--- src/rtl/ps2_pkg.sv ---
`default_nettype none
// +-----------------------------------------------------------------------+
// | Module  : ps2_pkg                                                      |
// | Brief   : Shared PS/2 types, command bytes and 25 MHz timing defaults. |
// | Revision: 1.0 - initial release                                       |
// +-----------------------------------------------------------------------+
package ps2_pkg;

  // Host-to-device transmitter states
  typedef enum logic [2:0] {
    ST_IDLE      = 3'd0,
    ST_INHIBIT   = 3'd1,
    ST_REQ       = 3'd2,
    ST_SHIFT     = 3'd3,
    ST_ACK       = 3'd4,
    ST_WAIT_IDLE = 3'd5
  } ps2_tx_state_e;

  // Common keyboard command bytes
  localparam logic [7:0] PS2_CMD_RESET    = 8'hFF;
  localparam logic [7:0] PS2_CMD_SET_LEDS = 8'hED;
  localparam logic [7:0] PS2_CMD_ENABLE   = 8'hF4;

  // Timing defaults for a 25 MHz system clock
  localparam int PS2_INHIBIT_CYCLES_25M = 3000;    // 120 us
  localparam int PS2_START_TIMEOUT_25M  = 375000;  // 15 ms
  localparam int PS2_XFER_TIMEOUT_25M   = 50000;   // 2 ms
  localparam int PS2_FILTER_LEN_DEFAULT = 8;

  // PS/2 frames use odd parity over the data byte
  function automatic logic odd_parity(input logic [7:0] d);
    return ~^d;
  endfunction

endpackage
`default_nettype wire

--- src/rtl/ps2_host_tx_if.sv ---
`default_nettype none
// +-----------------------------------------------------------------------+
// | Module  : ps2_host_tx_if                                               |
// | Brief   : Byte request / status handshake of the PS/2 transmitter.     |
// | Revision: 1.0 - initial release                                       |
// +-----------------------------------------------------------------------+
interface ps2_host_tx_if;
  logic [7:0] TX_DATA;
  logic       TX_VALID;
  logic       TX_READY;
  logic       TX_BUSY;
  logic       TX_DONE;
  logic       TX_ERR;

  modport master (
    output TX_DATA, TX_VALID,
    input  TX_READY, TX_BUSY, TX_DONE, TX_ERR
  );

  modport slave (
    input  TX_DATA, TX_VALID,
    output TX_READY, TX_BUSY, TX_DONE, TX_ERR
  );
endinterface
`default_nettype wire

--- src/rtl/ps2_clk_filter.sv ---
`default_nettype none
// +-----------------------------------------------------------------------+
// | Module  : ps2_clk_filter                                               |
// | Brief   : Pad synchronizers, PS2 clock debounce and falling-edge pulse.|
// | Revision: 1.0 - initial release                                       |
// +-----------------------------------------------------------------------+
module ps2_clk_filter #(
  parameter int FILTER_LEN = 8
) (
  input  wire logic clk,
  input  wire logic rst,
  input  wire logic ps2_clk,
  input  wire logic ps2_data,
  output logic      clk_level,
  output logic      clk_fall,
  output logic      data_sync
);

  localparam int             c_fw   = (FILTER_LEN > 1) ? $clog2(FILTER_LEN) : 1;
  localparam logic [c_fw-1:0] c_last = c_fw'(FILTER_LEN - 1);

  logic [1:0]      r_clk_sync;
  logic [1:0]      r_data_sync;
  logic            r_level;
  logic            r_fall;
  logic [c_fw-1:0] r_cnt;

  // Two-flop synchronizers; an idle bus floats high
  always_ff @(posedge clk) begin
    if (rst) begin
      r_clk_sync  <= 2'b11;
      r_data_sync <= 2'b11;
    end else begin
      r_clk_sync  <= {r_clk_sync[0], ps2_clk};
      r_data_sync <= {r_data_sync[0], ps2_data};
    end
  end

  // Accept a new clock level only after FILTER_LEN consecutive differing samples
  always_ff @(posedge clk) begin
    if (rst) begin
      r_level <= 1'b1;
      r_fall  <= 1'b0;
      r_cnt   <= '0;
    end else begin
      r_fall <= 1'b0;
      if (r_clk_sync[1] == r_level) begin
        r_cnt <= '0;
      end else if (r_cnt == c_last) begin
        r_level <= r_clk_sync[1];
        r_fall  <= r_level;
        r_cnt   <= '0;
      end else begin
        r_cnt <= r_cnt + 1'b1;
      end
    end
  end

  assign clk_level = r_level;
  assign clk_fall  = r_fall;
  assign data_sync = r_data_sync[1];

endmodule
`default_nettype wire

--- src/rtl/ps2_host_tx.sv ---
`default_nettype none
// +-----------------------------------------------------------------------+
// | Module  : ps2_host_tx                                                  |
// | Brief   : PS/2 host-to-device command byte transmitter (open drain).   |
// | Revision: 1.0 - initial release                                       |
// +-----------------------------------------------------------------------+
module ps2_host_tx
  import ps2_pkg::*;
#(
  parameter int INHIBIT_CYCLES = PS2_INHIBIT_CYCLES_25M,
  parameter int START_TIMEOUT  = PS2_START_TIMEOUT_25M,
  parameter int XFER_TIMEOUT   = PS2_XFER_TIMEOUT_25M,
  parameter int FILTER_LEN     = PS2_FILTER_LEN_DEFAULT
) (
  input  wire logic     CLK_25MHZ,
  input  wire logic     RESET,
  input  wire logic     PS2_CLK,
  input  wire logic     PS2_DATA,
  output logic          PS2_CLK_OE,
  output logic          PS2_DATA_OE,
  ps2_host_tx_if.slave  tx
);

  // One shared counter serves inhibit, start timeout and transfer timeout,
  // so it must hold the largest of the three limits.
  localparam int c_cnt_max = (START_TIMEOUT > XFER_TIMEOUT)
                           ? ((START_TIMEOUT > INHIBIT_CYCLES) ? START_TIMEOUT : INHIBIT_CYCLES)
                           : ((XFER_TIMEOUT > INHIBIT_CYCLES) ? XFER_TIMEOUT : INHIBIT_CYCLES);
  localparam int c_cnt_w   = $clog2(c_cnt_max + 1);

  ps2_tx_state_e      r_state, w_state_nxt;
  logic [c_cnt_w-1:0] r_cnt, w_cnt_nxt, w_cnt_inc;
  logic [3:0]         r_bit_idx, w_bit_idx_nxt;
  logic [7:0]         r_byte;
  logic               r_par;
  logic               r_clk_oe, w_clk_oe_nxt;
  logic               r_data_oe, w_data_oe_nxt;
  logic               r_done, w_done_nxt;
  logic               r_err, w_err_nxt;
  logic               w_clk_level, w_clk_fall, w_data_sync;
  logic [9:0]         w_frame;

  ps2_clk_filter #(
    .FILTER_LEN (FILTER_LEN)
  ) u_clk_filter (
    .clk       (CLK_25MHZ),
    .rst       (RESET),
    .ps2_clk   (PS2_CLK),
    .ps2_data  (PS2_DATA),
    .clk_level (w_clk_level),
    .clk_fall  (w_clk_fall),
    .data_sync (w_data_sync)
  );

  // Bits in send order: data LSB-first, parity, then stop (released line)
  assign w_frame   = {1'b1, r_par, r_byte};
  assign w_cnt_inc = (r_cnt == {c_cnt_w{1'b1}}) ? r_cnt : r_cnt + 1'b1;

  // State, counter and registered line/status outputs
  always_ff @(posedge CLK_25MHZ) begin
    if (RESET) begin
      r_state   <= ST_IDLE;
      r_cnt     <= '0;
      r_bit_idx <= '0;
      r_clk_oe  <= 1'b0;
      r_data_oe <= 1'b0;
      r_done    <= 1'b0;
      r_err     <= 1'b0;
    end else begin
      r_state   <= w_state_nxt;
      r_cnt     <= w_cnt_nxt;
      r_bit_idx <= w_bit_idx_nxt;
      r_clk_oe  <= w_clk_oe_nxt;
      r_data_oe <= w_data_oe_nxt;
      r_done    <= w_done_nxt;
      r_err     <= w_err_nxt;
    end
  end

  // Capture the command byte and its parity at the accept handshake
  always_ff @(posedge CLK_25MHZ) begin
    if (RESET) begin
      r_byte <= '0;
      r_par  <= 1'b0;
    end else if (r_state == ST_IDLE && tx.TX_VALID) begin
      r_byte <= tx.TX_DATA;
      r_par  <= odd_parity(tx.TX_DATA);
    end
  end

  // Next-state logic; timeouts are tested before edges so they take priority
  always_comb begin
    w_state_nxt   = r_state;
    w_cnt_nxt     = w_cnt_inc;
    w_bit_idx_nxt = r_bit_idx;
    w_clk_oe_nxt  = r_clk_oe;
    w_data_oe_nxt = r_data_oe;
    w_done_nxt    = 1'b0;
    w_err_nxt     = 1'b0;
    unique case (r_state)
      ST_IDLE: begin
        w_cnt_nxt     = '0;
        w_clk_oe_nxt  = 1'b0;
        w_data_oe_nxt = 1'b0;
        if (tx.TX_VALID) begin
          w_state_nxt  = ST_INHIBIT;
          w_clk_oe_nxt = 1'b1;
        end
      end
      ST_INHIBIT: begin
        if (w_cnt_inc == c_cnt_w'(INHIBIT_CYCLES)) begin
          w_state_nxt   = ST_REQ;
          w_clk_oe_nxt  = 1'b0;
          w_data_oe_nxt = 1'b1;
          w_cnt_nxt     = '0;
        end
      end
      ST_REQ: begin
        if (w_cnt_inc == c_cnt_w'(START_TIMEOUT)) begin
          w_state_nxt   = ST_IDLE;
          w_err_nxt     = 1'b1;
          w_clk_oe_nxt  = 1'b0;
          w_data_oe_nxt = 1'b0;
        end else if (w_clk_fall) begin
          w_state_nxt   = ST_SHIFT;
          w_data_oe_nxt = ~w_frame[0];
          w_bit_idx_nxt = 4'd1;
          w_cnt_nxt     = '0;
        end
      end
      ST_SHIFT: begin
        if (w_cnt_inc == c_cnt_w'(XFER_TIMEOUT)) begin
          w_state_nxt   = ST_IDLE;
          w_err_nxt     = 1'b1;
          w_clk_oe_nxt  = 1'b0;
          w_data_oe_nxt = 1'b0;
        end else if (w_clk_fall) begin
          w_data_oe_nxt = ~w_frame[r_bit_idx];
          if (r_bit_idx == 4'd9) begin
            w_state_nxt = ST_ACK;
          end else begin
            w_bit_idx_nxt = r_bit_idx + 4'd1;
          end
        end
      end
      ST_ACK: begin
        if (w_cnt_inc == c_cnt_w'(XFER_TIMEOUT) || (w_clk_fall && w_data_sync)) begin
          w_state_nxt   = ST_IDLE;
          w_err_nxt     = 1'b1;
          w_clk_oe_nxt  = 1'b0;
          w_data_oe_nxt = 1'b0;
        end else if (w_clk_fall) begin
          w_state_nxt = ST_WAIT_IDLE;
        end
      end
      ST_WAIT_IDLE: begin
        if (w_cnt_inc == c_cnt_w'(XFER_TIMEOUT)) begin
          w_state_nxt   = ST_IDLE;
          w_err_nxt     = 1'b1;
          w_clk_oe_nxt  = 1'b0;
          w_data_oe_nxt = 1'b0;
        end else if (w_clk_level && w_data_sync) begin
          w_state_nxt = ST_IDLE;
          w_done_nxt  = 1'b1;
        end
      end
      default: begin
        w_state_nxt   = ST_IDLE;
        w_clk_oe_nxt  = 1'b0;
        w_data_oe_nxt = 1'b0;
      end
    endcase
  end

  assign PS2_CLK_OE  = r_clk_oe;
  assign PS2_DATA_OE = r_data_oe;
  assign tx.TX_READY = (r_state == ST_IDLE);
  assign tx.TX_BUSY  = (r_state != ST_IDLE);
  assign tx.TX_DONE  = r_done;
  assign tx.TX_ERR   = r_err;

endmodule
`default_nettype wire

--- src/flat_wrapper.sv ---
// flat-port wrapper written by rule: the top's interface ports become plain ports
module ps2_host_tx_flat import ps2_pkg::*;
#(
  parameter int INHIBIT_CYCLES = PS2_INHIBIT_CYCLES_25M,
  parameter int START_TIMEOUT  = PS2_START_TIMEOUT_25M,
  parameter int XFER_TIMEOUT   = PS2_XFER_TIMEOUT_25M,
  parameter int FILTER_LEN     = PS2_FILTER_LEN_DEFAULT
)
  (CLK_25MHZ, RESET, PS2_CLK, PS2_DATA, PS2_CLK_OE, PS2_DATA_OE, tx_TX_DATA, tx_TX_VALID, tx_TX_READY, tx_TX_BUSY, tx_TX_DONE, tx_TX_ERR);
  ps2_host_tx_if tx_i ();
  input  wire logic CLK_25MHZ;
  input  wire logic RESET;
  input  wire logic PS2_CLK;
  input  wire logic PS2_DATA;
  output logic PS2_CLK_OE;
  output logic PS2_DATA_OE;
  input wire logic [$bits(tx_i.TX_DATA)-1:0] tx_TX_DATA;
  input wire logic [$bits(tx_i.TX_VALID)-1:0] tx_TX_VALID;
  output wire logic [$bits(tx_i.TX_READY)-1:0] tx_TX_READY;
  output wire logic [$bits(tx_i.TX_BUSY)-1:0] tx_TX_BUSY;
  output wire logic [$bits(tx_i.TX_DONE)-1:0] tx_TX_DONE;
  output wire logic [$bits(tx_i.TX_ERR)-1:0] tx_TX_ERR;
  assign tx_i.TX_DATA = tx_TX_DATA;
  assign tx_i.TX_VALID = tx_TX_VALID;
  assign tx_TX_READY = tx_i.TX_READY;
  assign tx_TX_BUSY = tx_i.TX_BUSY;
  assign tx_TX_DONE = tx_i.TX_DONE;
  assign tx_TX_ERR = tx_i.TX_ERR;
  ps2_host_tx #(.INHIBIT_CYCLES(INHIBIT_CYCLES), .START_TIMEOUT(START_TIMEOUT), .XFER_TIMEOUT(XFER_TIMEOUT), .FILTER_LEN(FILTER_LEN)) u_core (.CLK_25MHZ(CLK_25MHZ), .RESET(RESET), .PS2_CLK(PS2_CLK), .PS2_DATA(PS2_DATA), .PS2_CLK_OE(PS2_CLK_OE), .PS2_DATA_OE(PS2_DATA_OE), .tx(tx_i));
endmodule
--- config.mk ---
export PLATFORM = sky130hd
export DESIGN_NAME = ps2_host_tx_flat
export DESIGN_NICKNAME = d
export VERILOG_FILES = /design/src/rtl/ps2_pkg.sv /design/src/rtl/ps2_host_tx_if.sv /design/src/rtl/ps2_clk_filter.sv /design/src/rtl/ps2_host_tx.sv /design/src/flat_wrapper.sv
export SDC_FILE = /design/constraint.sdc
export NUM_CORES = 1
export LEC_CHECK = 0
export CAP_MARGIN = 20
export CORE_MARGIN = 5
export CORE_UTILIZATION = 40
export DETAILED_ROUTE_END_ITERATION = 16
export HOLD_SLACK_MARGIN = 0.1
export PLACE_DENSITY_LB_ADDON = 0.2
export RECOVER_POWER = 25
export SYNTH_ARGS = -nofsm -noshare
export SYNTH_HDL_FRONTEND = slang
export SYNTH_SLANG_ARGS = --single-unit
--- constraint.sdc ---
create_clock -name CLK_25MHZ -period 2.76 [get_ports CLK_25MHZ]
set_input_delay 0.828 -clock CLK_25MHZ [delete_from_list [all_inputs] [get_ports CLK_25MHZ]]
set_output_delay 0.828 -clock CLK_25MHZ [all_outputs]
set_load 0.005 [all_outputs]
==> results.yml, run 1 <==
grt:
  grt_max_degree: 18
  grtUsageTotal_pct: 16.32
  grt_pass1_vias: 2420
  grt_overflow: 0
  antenna_found_initial: 0
  grt_pass1_wl_um: 11740
setup_path:
  worst_setup_path_end_kind: "flip-flop"
  startpoint_type: "flip-flop"
  path_buf_inv: 1
  crit_slowest_cell: "or3b_2"
  critPathMaxStageDelay_ns: 0.51
  crit_path_frequent_cell: "o21ai_1"
  cp_top_family: "compound AO/OA/AOI/OAI gates"
  cp_data_required_time_ns: 2.99
  crit_chain: "ha_4 > nand3_4 > o21ai_1 > or3b_2 > a2111oi_2 > a41oi_2 > inv_1 > o211ai_2 > or2_1 > o21ai_1"
  critPathMaxFanout: 6
  arrival_ns: 2.89
  critical_path_class: "reg2reg"
worst_hold_path:
  hold_path.class: "reg2reg"
run_status:
  status: "complete, no violations"
floorplan:
  die_y_um: 95.88
  initial_utilization_pct: 40.89
  rows: 31
  dieArea_um2: 9193
  coreArea_um2: 7214
  die_x_um: 95.88
  pin_count: 19
logic_synthesis:
  syn_avg_cell_area_um2: 8.652
  synthArstFlopShare_pct: 0
  ys_top_cells_by_area: "dfxtp_1, nand2_1, nor2_1, xnor2_1, nor4_4"
  synth-main-ff-cell: "dfxtp_1"
  ys_seq_area_share_pct: 32.57
  syn_nets: 359
  synth-seq-cells: 48
  synth-edff-count: 0
  yosysUniqueCellTypes: 71
  yosys_warnings: 0
  synth_cells: 341
  synth.cell_area_um2: 2950
  yosys.area.top_type_share_pct: 32.57
  synth_top_cell_by_area: "dfxtp_1"
clock_network:
  cts.path.max_buffers: 2
  worstSkewPairLatency_ns: 0.30
  ctsRootBufferMaster: "clkbuf_8"
  clkTransAtPathRegs_ns: 0.10
  cts_tree: "yes"
  htreeDepth: 2
  cts-hold-fix-buffers: 0
  clock_sinks: 48
  numCtsBuffers: 5
route:
  dr_total_vias: 2634
  wl_um: 7375
  drc: 0
  detail-route-antenna-nets: 0
  vias_per_cell: 5.499
  drtIter0Drc: 160
  routedWlPerCell_um: 15.40
  firstDrtPassIters: 4
placement:
  pre_cts_slack_ns: 0.06139
  placed_area_um2: 3374
  hpwl_um: 5366
  place_congestion: 0.8747
  io_buffers: 18
power:
  cellLeakagePower_nw: 1.323
  powerDensity_nw_per_um2: 507.8
  p_total_mw: 1.817
  irDropWorstVdd_uv: 368.1
timing:
  max_freq_mhz: 375.8
  finalCritPeriodShare_pct: 96.41
  worst_pin_slew_ns: 0.5070
  skew_ns: 0.01117
  setup_tns_ns: 0
  final-hold-violation-count: 0
  layout_setup_ws_ns: 0.09912
  setup_viol: 0
  slew-limit-headroom_pct: 66.13
  fin_crit_ns: 2.661
  rsz0062_at_grt: "yes"
  slew_violations: 0
flow_run:
  cap_viol_max_count: 0
cells_and_area:
  layout.nets: 398
  area_growth_pct: 21.29
  design_area_um2: 3578
  drive_above_1_share_pct: 24.74
  diodes: 0
[registers in the layout, indices dropped and copies added (netlist names)]
name and cells:
u_core.PS2_CLK_OE 1, u_core.u_clk_filter.clk_level 1, u_core.r_par 1, u_core.u_clk_filter.r_cnt 3, u_core.r_bit_idx 4, u_core.r_cnt 19
u_core.tx.TX_ERR 1, u_core.r_state 3, u_core.tx.TX_DONE 1, u_core.u_clk_filter.r_data_sync 2, u_core.r_byte 8, u_core.u_clk_filter.clk_fall 1
u_core.u_clk_filter.r_clk_sync 2, u_core.PS2_DATA_OE 1
[per-stage QoR]
stage	std cells	utilization, %	hold WS, ns
floorplan	341	-	0.3895
global placement	466	46.77	0.3923
detailed placement	466	46.77	0.3968
CTS	473	47.90	0.4194
global route	479	49.60	0.4401
finish	479	49.60	0.4151
[report_power, final]
group / internal, mW / switching, mW
Sequential: 0.752 / 0.0494
Combinational: 0.274 / 0.325
Clock: 0.172 / 0.244
[final cells by class]
type                       instances  area (µm²)
timing repair buffer              49       421.7
tap                               99       123.9
multi-input combinational        267        1937
clock inverter                     2       12.51
clock buffer                       5       68.82
sequential                        48       980.9
fill                             729        3636
inverter                           9       33.78
[what timing repair did]
action,in CTS,in global routing
setup buffers,0,5
setup endpoints to repair,0,26
gates resized for setup,0,26
[cell usage after synthesis, drive strengths merged, types with 2 or more instances]
master,count
o22ai,3
nor2b,2
o21bai,2
or2,7
and2,3
o21ai,18
xnor2,14
nor4,11
mux4,2
nand3b,4
nor3b,3
clkbuf,9
a211o,2
a21oi,20
nand2b,5
nor2,34
nand3,18
inv,9
ha,5
buf,9
a211oi,6
o21a,2
o31ai,2
nor3,12
nand4b,2
mux2i,6
nand4,11
xor2,6
and4b,2
and3,4
o211ai,5
dfxtp,48
a41oi,2
nand2,35
[cells by family (layout without fill, tap and decap cells)]
logic type / count (synthesis) / count (layout) / share of synthesized area, %
buf+inv: 27 / 65 / 4.199
flops: 48 / 48 / 32.57
mux: 8 / 8 / 3.562
xor+xnor: 20 / 20 / 6.192
simple gates: 158 / 159 / 33.67
compound gates: 75 / 75 / 17.68
fa+ha+maj: 5 / 5 / 2.120
[worst reg2reg max path, stage by stage (launching register included)]
cell       delay (ns)
dfxtp_1          0.39
ha_4             0.21
nand3_4          0.15
o21ai_1          0.15
or3b_2           0.51
a2111oi_2        0.30
a41oi_2          0.22
inv_1            0.10
o211ai_2         0.15
or2_1            0.28
o21ai_1          0.14
[path summary, 6_finish.rpt]
check	startpoint	endpoint	slack (ns)	depth (start not counted)
max	u_core.r_cnt[0]	u_core.r_state[0]	0.1	10
min	u_core.u_clk_filter.r_clk_sync[0]	u_core.u_clk_filter.r_clk_sync[1]	0.42	1
max reg2reg	u_core.r_cnt[0]	u_core.r_state[0]	0.1	10
min reg2reg	u_core.u_clk_filter.r_clk_sync[0]	u_core.u_clk_filter.r_clk_sync[1]	0.42	1
[cell usage in the layout, fill, tap and decap left out, types with 6 or more instances in the layout]
master	count
dfxtp_1	36
nand2_1	33
nor2_1	33
buf_4	29
a21oi_1	20
nand3_1	16
clkdlybuf4s50_1	16
xnor2_1	13
o21ai_0	12
dfxtp_2	10
inv_1	9
nand4_1	8
nor4_4	6
nor3_1	6
a211oi_1	6
xor2_1	6
or2_2	6
[routing by layer]
| layer | part of all wire, % | global-route usage (%) | wire, µm |
|---|---|---|---|
| met1 | 45 | 21.18 | 3292 |
| met2 | 50 | 28.26 | 3709 |
| met3 | 3.9 | 2.737 | 291 |
| met4 | 1.1 | 3.673 | 81 |
| met5 | 0 | 0 | 0 |
Power figures use the tool's default switching activity.
==> inputs of run 2 (changes only) <==
Settings changed: GPL_TIMING_DRIVEN from default to 0, SKIP_CTS_REPAIR_TIMING from default to 1.
==> run 2 against run 1 <==
Utilization is 4.0 points higher. Critical path depth is 1 higher. Register-to-register slack worse by 0.09 ns. Sequential power is 1% higher. Clock skew is 0.0024 ns lower. Clock power is 32% higher. Worst setup slack worse by 0.090 ns. Critical path type unchanged. Highest routed layer unchanged.
==> results.yml, run 2 (synthesis results as in run 1) <==
route:
  detail-route-antenna-nets: 0
  firstDrtPassIters: 4
  routedWlPerCell_um: 14.75
  drc: 0
  dr_total_vias: 2675
  wl_um: 7302
  drtIter0Drc: 102
  vias_per_cell: 5.404
setup_path:
  critical_path_class: "reg2reg"
  cp_data_required_time_ns: 2.94
  critPathMaxFanout: 8
  worstReg2RegStart: "u_core.r_cnt[11]"
  rrSetupSlack_ns: 0.009
  startpoint_type: "flip-flop"
  worst_setup_path_end_kind: "flip-flop"
  reg2reg_depth: 11
  arrival_ns: 2.93
  r2r-end: "u_core.r_bit_idx[3]"
floorplan:
  die_x_um: 95.88
  die_y_um: 95.88
  coreArea_um2: 7214
  initial_utilization_pct: 40.89
  dieArea_um2: 9193
  rows: 31
  pin_count: 19
run_status:
  status: "complete, no violations"
placement:
  io_buffers: 18
  hpwl_um: 5017
  place_congestion: 0.8777
timing:
  slew-limit-headroom_pct: 64.04
  setup_viol: 0
  setup_tns_ns: 0
  slew_violations: 0
  hold_ws_ns: 0.4137
  skew_ns: 0.008728
  rsz0062_at_grt: "yes"
  final-hold-violation-count: 0
  max_freq_mhz: 363.5
  worst_pin_slew_ns: 0.5394
  finalCritPeriodShare_pct: 99.68
  fin_crit_ns: 2.751
grt:
  grt_max_degree: 15
  grtUsageTotal_pct: 15.39
  grt_pass1_vias: 2343
  grt_overflow: 0
  antenna_found_initial: 0
  grt_pass1_wl_um: 11140
worst_hold_path:
  min_path_cells: 1
  hold_end: "u_core.u_clk_filter.r_clk_sync[1]"
  hp-start: "u_core.u_clk_filter.r_clk_sync[0]"
  hold_path.class: "reg2reg"
clock_network:
  cts_tree: "yes"
  worstSkewPairLatency_ns: 0.30
  cts.path.max_buffers: 2
  htreeDepth: 2
  clock_sinks: 48
  ctsRootBufferMaster: "clkbuf_8"
  clkTransAtPathRegs_ns: 0.09
  numCtsBuffers: 5
power:
  cellLeakagePower_nw: 1.460
  powerDensity_nw_per_um2: 505.0
  irDropWorstVdd_uv: 391.3
flow_run:
  cap_viol_max_count: 0
cells_and_area:
  largest_register_ffs: 19
  diodes: 0
  nFillCells: 707
  final_common_cell: "dfxtp_1"
  layout.nets: 413
  most-common-layout-cells: "dfxtp_1, nand2_1, nor2_1"
  area_growth_pct: 31.04
  drive_above_1_share_pct: 28.28
  largest_register: "u_core.r_cnt"
  largestRegisters: "u_core.r_cnt: 19 flops, u_core.r_byte: 8 flops, u_core.r_bit_idx: 4 flops"
[run 2: worst max path at each step]
| stage | cells past startpoint | end | slack [ns] | from |
|---|---|---|---|---|
| 2_1_floorplan | 9 | u_core.PS2_DATA_OE | 0.08 | u_core.r_cnt[0] |
| 3_3_place_gp | 9 | u_core.PS2_DATA_OE | -0.40 | u_core.r_cnt[0] |
| 3_5_place_dp | 9 | u_core.r_state[0] | -0.43 | u_core.r_cnt[0] |
| 4_1_cts | 9 | u_core.r_state[0] | -0.46 | u_core.r_cnt[0] |
| 5_1_grt | 11 | u_core.r_bit_idx[3] | -0.16 | u_core.r_cnt[11] |
| 6_report | 11 | u_core.r_bit_idx[3] | 0.009 | u_core.r_cnt[11] |
[run 2: area by class of cell]
class / instances / area, µm² / share of cell area [%]
clock inverters: 1 / 30.03 / 0.7767
plain buffers: 18 / 143.9 / 3.722
repair buffers: 46 / 415.4 / 10.74
inverters: 9 / 33.78 / 0.8738
well taps: 99 / 123.9 / 3.204
multi-input cells: 267 / 2037 / 52.69
clock buffers: 7 / 96.34 / 2.492
flip-flops and latches: 48 / 985.9 / 25.50
[run 2: where the power goes]
part           internal (mW)  switching [mW]  total [mW]
clock                  0.320           0.229       0.549
combinational          0.262           0.330       0.592
sequential             0.758          0.0541       0.812
total                   1.34           0.613        1.95
[run 2: metrics by stage]
| stage | instance area, µm² | power [mW] | worst slack, ns | std cells | utilization [%] |
|---|---|---|---|---|---|
| 3_3_place_gp | 3257 | 1.353 | -0.4000 | 458 | 45.14 |
| 5_1_grt | 3866 | 2.075 | -0.1590 | 495 | 53.59 |
| 6_report | 3866 | 1.952 | 0.008884 | 495 | 53.59 |
| 3_5_place_dp | 3257 | 1.354 | -0.4257 | 458 | 45.14 |
| 4_1_cts | 3383 | 1.913 | -0.4605 | 466 | 46.90 |
| 2_1_floorplan | 2953 | 1.178 | 0.08081 | 341 | - |
[run 2: critical path, cell delays in order (launching register included)]
cell      delay [ns]
dfxtp_2         0.33
buf_6           0.11
nand4_1         0.19
nor4_4          0.35
mux2i_2         0.35
nand4b_1        0.13
buf_4           0.17
nor4_4          0.35
nand3b_1        0.27
a211o_1         0.17
xor2_1          0.14
nor2_1          0.05
[run 2: routing by layer]
layer	part of all wire (%)	GRT usage [%]	wire length (µm)
met1	46	19.61	3375
met4	1.3	4.265	96
met3	3.1	2.580	224
met2	49	26.69	3605
met5	0	0	0
==> inputs of run 3 (changes only) <==
Settings changed: SKIP_LAST_GASP from default to 1.
==> run 3 against run 2 <==
First-iteration DRC count fell by 3.9%. Sequential share of layout area did not move. Hold slack did not move. Flip-flop and latch count did not move. Maximum frequency barely moved. Critical path type unchanged. Critical endpoint unchanged. Largest power group unchanged.
==> results.yml, run 3 (synthesis results as in run 1) <==
timing:
  worst_pin_slew_ns: 0.5332
  setup_tns_ns: 0
  finalCritPeriodShare_pct: 99.67
  max_freq_mhz: 363.5
  slew-limit-headroom_pct: 64.45
  skew_ns: 0.008600
  hold_ws_ns: 0.4137
  final-hold-violation-count: 0
  setup_viol: 0
  fin_crit_ns: 2.751
  rsz0062_at_grt: "yes"
  slew_violations: 0
setup_path:
  crit_chain: "buf_6 > nand4_1 > nor4_4 > mux2i_2 > nand4b_1 > buf_4 > nor4_4 > nand3b_1 > a211o_1 > xor2_1 > nor2_1"
  critPathMaxFanout: 8
  crit_path_frequent_cell: "nor4_4"
  cp_data_required_time_ns: 2.94
  worstReg2RegStart: "u_core.r_cnt[11]"
  path_buf_inv: 2
  worst_setup_path_end_kind: "flip-flop"
  cp_top_family: "simple AND/OR/NAND/NOR gates"
  rrSetupSlack_ns: 0.009
  crit_slowest_cell: "nor4_4"
  startpoint_type: "flip-flop"
  r2r-end: "u_core.r_bit_idx[3]"
  arrival_ns: 2.93
  reg2reg_depth: 11
  critPathMaxStageDelay_ns: 0.35
  critical_path_class: "reg2reg"
worst_hold_path:
  hp-start: "u_core.u_clk_filter.r_clk_sync[0]"
  hold_end: "u_core.u_clk_filter.r_clk_sync[1]"
  hold_path.class: "reg2reg"
  min_path_cells: 1
clock_network:
  numCtsBuffers: 5
  cts.path.max_buffers: 2
  clock_sinks: 48
  ctsRootBufferMaster: "clkbuf_8"
  worstSkewPairLatency_ns: 0.30
  cts_tree: "yes"
  clkTransAtPathRegs_ns: 0.09
  htreeDepth: 2
cells_and_area:
  diodes: 0
  layout.nets: 413
  most-common-layout-cells: "dfxtp_1, nand2_1, nor2_1"
  largest_register: "u_core.r_cnt"
  area_growth_pct: 31.04
  largest_register_ffs: 19
  largestRegisters: "u_core.r_cnt: 19 flops, u_core.r_byte: 8 flops, u_core.r_bit_idx: 4 flops"
  drive_above_1_share_pct: 28.28
  final_common_cell: "dfxtp_1"
  final_cells: 495
  nFillCells: 707
  utilization_pct: 53.59
route:
  detail-route-antenna-nets: 0
  wl_um: 7289
  firstDrtPassIters: 4
  dr_total_vias: 2677
  drc: 0
  drtIter0Drc: 98
  routedWlPerCell_um: 14.73
  vias_per_cell: 5.408
grt:
  antenna_found_initial: 0
  grt_max_degree: 15
  grtUsageTotal_pct: 15.39
  grt_pass1_vias: 2343
  grt_pass1_wl_um: 11140
  grt_overflow: 0
placement:
  place_congestion: 0.8777
  dp_cells: 458
  io_buffers: 18
  hpwl_um: 5017
floorplan:
  rows: 31
  initial_utilization_pct: 40.89
  pin_count: 19
  die_y_um: 95.88
  coreArea_um2: 7214
  dieArea_um2: 9193
  die_x_um: 95.88
power:
  cellLeakagePower_nw: 1.460
  powerDensity_nw_per_um2: 504.9
  irDropWorstVdd_uv: 391.3
flow_run:
  cap_viol_max_count: 0
run_status:
  status: "complete, no violations"
## run 3: cell counts in the layout (fill, tap and decap cells not counted)
No cell type changed its count.
## run 3: worst max-delay path by stage
stage | cells after the start | endpoint | from
global route | 11 | u_core.r_bit_idx[3] | u_core.r_cnt[11]
finish | 11 | u_core.r_bit_idx[3] | u_core.r_cnt[11]
detailed placement | 9 | u_core.r_state[0] | u_core.r_cnt[0]
CTS | 9 | u_core.r_state[0] | u_core.r_cnt[0]
global placement | 9 | u_core.PS2_DATA_OE | u_core.r_cnt[0]
floorplan | 9 | u_core.PS2_DATA_OE | u_core.r_cnt[0]
## run 3: area by class of cell
class / instances / area, µm² / area share, %
Tap cell: 99 / 123.9 / 3.204
Clock buffer: 7 / 96.34 / 2.492
Inverter: 9 / 33.78 / 0.8738
Sequential cell: 48 / 985.9 / 25.50
Timing Repair Buffer: 46 / 415.4 / 10.74
Buffer: 18 / 143.9 / 3.722
Clock inverter: 1 / 30.03 / 0.7767
Multi-Input combinational cell: 267 / 2037 / 52.69
## run 3: routing by layer
metal | up-vias | global-route usage (%) | wire length, µm
met4 | 0 | 4.265 | 96
met2 | 53 | 26.69 | 3606
met3 | 9 | 2.580 | 229
li1 | 1354 | - | -
met1 | 1261 | 19.61 | 3356
met5 | - | 0 | 0
## run 3: stage by stage
step | setup slack, ns | total power, mW | area, µm²
2_1_floorplan | 0.08081 | 1.178 | 2953
3_3_place_gp | -0.4000 | 1.353 | 3257
3_5_place_dp | -0.4257 | 1.354 | 3257
4_1_cts | -0.4605 | 1.913 | 3383
5_1_grt | -0.1590 | 2.075 | 3866
6_report | 0.009031 | 1.952 | 3866
## run 3: where the power goes
part	switching (mW)	internal [mW]	leakage, nW	total (mW)
combinational	0.330	0.262	0.999	0.592
sequential	0.0541	0.758	0.397	0.812
clock	0.229	0.320	0.0645	0.549
total	0.613	1.34	1.46	1.95
